--- src/rtl/ap_fifo_packet_engine.sv ---
// ap_fifo_packet_engine
//   User-logic stage for one 128-bit Xillybus channel, placed directly after
//   the PCIe FIFO shell. It pops framed packets (a header word followed by
//   len payload words) and applies a per-packet 32-bit lane operation. It then
//   pushes the header, the transformed payload and a checksum trailer
//   downstream. It sustains one word per cycle when neither side stalls.
//
// Ports
//   ip_clk        clock for all logic
//   ip_rst        asynchronous active-high reset
//   in_r_dout     read data from the upstream ap_fifo (valid when in_r_empty_n)
//   in_r_empty_n  upstream fifo holds a word
//   in_r_read     pop strobe (combinational)
//   out_r_din     write data to the downstream ap_fifo (registered)
//   out_r_write   push strobe, never asserted while out_r_full
//   out_r_full    downstream fifo is full
//   cfg_const     lane addend for op 1, captured when the header is accepted
//   busy          a packet is in flight or the output register holds a word
//   pkt_count     number of trailers loaded, wraps at 2^32
module ap_fifo_packet_engine #(
  parameter int DW   = 128,
  parameter int LENW = 32
) (
  input  logic          ip_clk,
  input  logic          ip_rst,
  input  logic [DW-1:0] in_r_dout,
  input  logic          in_r_empty_n,
  output logic          in_r_read,
  output logic [DW-1:0] out_r_din,
  output logic          out_r_write,
  input  logic          out_r_full,
  input  logic [31:0]   cfg_const,
  output logic          busy,
  output logic [31:0]   pkt_count
);

  localparam int LANES = DW / 32;

  typedef enum logic [1:0] {S_HDR, S_PAY, S_TRL} state_t;

  state_t            state;
  logic              out_valid;
  logic [3:0]        op;
  logic [31:0]       cfg;
  logic [LENW-1:0]   remaining;
  logic [LENW-1:0]   count;
  logic [31:0]       sum;

  logic              slot_free;
  logic [LENW-1:0]   len_in;
  logic [DW-1:0]     xform_word;
  logic [31:0]       xform_sum;
  logic              bad_op;
  logic [DW-1:0]     trailer;

  // Per-lane operation; lanes never carry into each other.
  function automatic logic [DW-1:0] lane_op(input logic [DW-1:0] w,
                                            input logic [3:0]    o,
                                            input logic [31:0]   c);
    logic [DW-1:0] r;
    r = w;
    for (int i = 0; i < LANES; i++) begin
      case (o)
        4'd1:    r[i*32 +: 32] = w[i*32 +: 32] + c;
        4'd2:    r[i*32 +: 32] = w[(LANES-1-i)*32 +: 32];
        default: r[i*32 +: 32] = w[i*32 +: 32];
      endcase
    end
    return r;
  endfunction

  function automatic logic [31:0] lane_sum(input logic [DW-1:0] w);
    logic [31:0] s;
    s = '0;
    for (int i = 0; i < LANES; i++) begin
      s = s + w[i*32 +: 32];
    end
    return s;
  endfunction

  // The output register may accept a new word when it is empty or is being
  // drained this cycle; out_r_write is kept out of the pop path on purpose.
  assign slot_free   = ~out_valid | ~out_r_full;
  assign out_r_write = out_valid & ~out_r_full;
  assign in_r_read   = ~ip_rst & in_r_empty_n & slot_free &
                       ((state == S_HDR) | (state == S_PAY));
  assign busy        = (state != S_HDR) | out_valid;
  assign len_in      = in_r_dout[LENW-1:0];
  assign bad_op      = (op > 4'd2);

  always_comb begin
    xform_word     = lane_op(in_r_dout, op, cfg);
    xform_sum      = lane_sum(xform_word);
    trailer        = '0;
    trailer[31:0]  = 32'(count);
    trailer[63:32] = sum;
    trailer[64]    = bad_op;
  end

  // Single-register output stage fed by the packet FSM
  always_ff @(posedge ip_clk or posedge ip_rst) begin
    if (ip_rst) begin
      state     <= S_HDR;
      out_valid <= 1'b0;
      out_r_din <= '0;
      op        <= '0;
      cfg       <= '0;
      remaining <= '0;
      count     <= '0;
      sum       <= '0;
      pkt_count <= '0;
    end else begin
      // A drain clears the slot; a load in the same cycle overrides it below.
      if (out_r_write) out_valid <= 1'b0;
      case (state)
        S_HDR: begin
          if (in_r_read) begin
            out_r_din <= in_r_dout;
            out_valid <= 1'b1;
            op        <= in_r_dout[35:32];
            cfg       <= cfg_const;
            remaining <= len_in;
            count     <= '0;
            sum       <= '0;
            state     <= (len_in != '0) ? S_PAY : S_TRL;
          end
        end
        S_PAY: begin
          if (in_r_read) begin
            out_r_din <= xform_word;
            out_valid <= 1'b1;
            sum       <= sum + xform_sum;
            count     <= count + LENW'(1);
            remaining <= remaining - LENW'(1);
            if (remaining == LENW'(1)) state <= S_TRL;
          end
        end
        S_TRL: begin
          if (slot_free) begin
            out_r_din <= trailer;
            out_valid <= 1'b1;
            pkt_count <= pkt_count + 32'd1;
            state     <= S_HDR;
          end
        end
        default: state <= S_HDR;
      endcase
    end
  end

endmodule
--- config.mk ---
export PLATFORM = sky130hd
export DESIGN_NAME = ap_fifo_packet_engine
export DESIGN_NICKNAME = d
export VERILOG_FILES = /design/src/rtl/ap_fifo_packet_engine.sv
export SDC_FILE = /design/constraint.sdc
export NUM_CORES = 1
export LEC_CHECK = 0
export CORE_MARGIN = 5
export CORE_UTILIZATION = 55
export DETAILED_ROUTE_END_ITERATION = 10
export PLACE_DENSITY = 0.8
export REMOVE_ABC_BUFFERS = 1
export SETUP_SLACK_MARGIN = 0.4
export SLEW_MARGIN = 0
export SYNTH_ARGS = -nofsm -noshare
export SYNTH_HDL_FRONTEND = slang
export SYNTH_SLANG_ARGS = --single-unit
--- constraint.sdc ---
create_clock -name ip_clk -period 24.2 [get_ports ip_clk]
set_input_delay 3.63 -clock ip_clk [delete_from_list [all_inputs] [get_ports ip_clk]]
set_output_delay 3.63 -clock ip_clk [all_outputs]
set_load 0.005 [all_outputs]
==> out/qor.yml <==
run_status: "finished clean"
cts_buffer_depth: 3
first_pass_iters: 6
fillerInstances: 3852
seq_area_frac_synth: 0.293
netlist_instances: 3020
io_buffers: 326
avgViaCountPerCell: 6.56
clock-root-buffer: "clkbuf_16"
syn2layout_area_growth_pct: 19.4
grt_pass1_wl_mm: 147
avgSynthCellArea_sq_um: 8.34
syn_area_sq_um: 25200
drive_gt1_frac: 0.0371
grt_max_degree: 86
worst_slew_pin_slew_ns: 1.37
r2r_slack_ns: 15.70
crit_path_end_kind: "register"
ant_nets: 0
grt_pass1_vias: 25100
via_count: 25500
period_share: 0.479
cts_tree: "built"
required_ns: 24.63
synthArstFlopShare: 1.00
die_h_um: 224
nets: 3691
ys_ff_latch: 295
synth.top_cell.area_share: 0.293
synth_warnings: 0
start_util: 0.556
synth_area_leaders: "dfrtp_1 29%, ha_1 8.2%, fa_1 7.6%"
wl_mm: 96.3
fmax_mhz: 86.3
maxSlewViolCount: 0
met1_length_mm: 38.2
dr.max_layer_used: "met5"
path_max_fanout: 6
ctsResizeCount: 0
drt_iter0_drc: 2801
synth-edff-count: 0
relSlewSlack: 0.0840
worstSkewPairLatency_ns: 0.57
clk_pin_slew_ns: 0.06
synth_most_common_cell: "nand2_1"
hold_class: "reg2reg"
yosys-top-cells-count: "377 x nand2_1, 295 x dfrtp_1, 257 x a21oi_1"
dr_wl_met2_mm: 43.9
grt_use_total: 0.371
hold_violations: 0
core_area_sq_um: 45300
synthFlopType: "dfrtp_1"
min_period_ns: 11.58
die_area_sq_um: 50200
row_count: 78
worstSetupStartpointType: "input port"
gp_routability_congestion: 0.982
grt_overflow: 0
antenna_found_initial: 3
final-setup-viol-count: 0
yosys.area.top_type: "dfrtp_1"
hpwlAfterDp_mm: 70.4
critPathKind: "in2reg"
dr_wl_met3_mm: 9.52
rsz0062_at_grt: "false"
drc: 0
cts_sinks: 295
cpPeakStageDelay_ns: 0.64
cts_setup_buffers: 0
cpMaxStageDelayCell: "o21ai_0"
postCtsHoldBufs: 0
clock-skew-final_ns: 0.0240
setup_ws_ns: 12.62
arrival_ns: 12.01
htree_levels: 2
die_w_um: 224
cts_made_buffers: 36
ios: 327
cap_viol_max_count: 0
routedWlPerCell_um: 24.8
postLayoutCoreUtil: 0.664
synth.distinct_cells: 82
pre_cts_ws_ns: 12.20
-- final cells by class --
class                      instances  area [sq um]  share of cell area
timing repair buffer             359          3510               0.117
multi-input combinational       2405         16600               0.554
tap                              600           751              0.0250
antenna                            1          2.50           0.0000832
clock inverter                     5          36.3             0.00121
inverter                         170           646              0.0215
clock buffer                      57          1090              0.0363
sequential                       295          7380               0.246
-- stage by stage --
stage | TNS (ns) | hold slack (ns) | instance area (sq um) | instances
global placement | 0 | 0.459 | 28900 | 3829
CTS | 0 | 0.477 | 30100 | 3891
finish | 0 | 0.475 | 30100 | 3892
global route | 0 | 0.501 | 30100 | 3891
floorplan | -63.71 | 0.464 | 24600 | 2870
detailed placement | 0 | 0.465 | 28900 | 3829
-- cell usage in the layout, fill, tap and decap left out, types with 32 or more instances in the layout --
cell type and n:
o21a_1 33, nor2_1 251, nand4_1 35, fa_1 96
dfrtp_1 295, a221oi_1 85, nor3_1 63, a21o_1 69
nand3_1 49, and3_1 32, a22o_1 36, nand2_1 377
ha_1 161, clkdlybuf4s50_1 326, inv_1 167, a21oi_1 257
clkbuf_16 38, buf_4 33, xor2_1 79, xnor2_1 102
o211ai_1 59, o21ai_0 219, a22oi_1 34, o22ai_1 38
-- sequential cells by signal (all words and copies together), names as in the netlist --
signal     cells
cfg           32
state          2
out_r_din    128
count         32
sum           32
remaining     32
pkt_count     32
out_valid      1
op             4
-- worst paths after layout --
check                              start       endpoint  depth (start not counted)
max reg2reg                        op[0]        sum[31]                         24
max                        in_r_dout[32]        sum[31]                         32
min                        out_r_din[33]  out_r_din[33]                          2
min in group asynchronous         ip_rst  out_r_din[72]                          2
min reg2reg                out_r_din[33]  out_r_din[33]                          2
max in group asynchronous         ip_rst  out_r_din[95]                          4
-- per-layer routing --
| layer | global-route usage | vias up |
|---|---|---|
| met1 | 0.487 | 12300 |
| met4 | 0.162 | 2 |
| met2 | 0.596 | 1550 |
| met5 | 0 | - |
| met3 | 0.0799 | 289 |
| li1 | - | 11400 |
-- worst max-delay path: cells and delay by family --
| kind | cells | cell delay [ns] |
|---|---|---|
| AOI/OAI and AO/OA | 15 | 4.09 |
| buffers and inverters | 6 | 0.96 |
| adders and majority gates | 6 | 2.44 |
| xor gates and xnor gates | 3 | 0.72 |
| and+or+nand+nor | 2 | 0.15 |
-- cell families (layout without fill, tap and decap cells) --
group                      Yosys count  after routing  synth area share
AOI/OAI and AO/OA                 1003           1003             0.262
xor gates and xnor gates           182            182            0.0639
adders and majority gates          260            260             0.158
buffers and inverters              320            591            0.0477
DFF                                295            295             0.293
muxes                               13             13           0.00527
other                                0              1                 0
and+or+nand+nor                    947            947             0.170
Power is left out: the tool's default activity adds up to more than one toggle a clock period on the data nets, which glitch-free logic cannot reach.
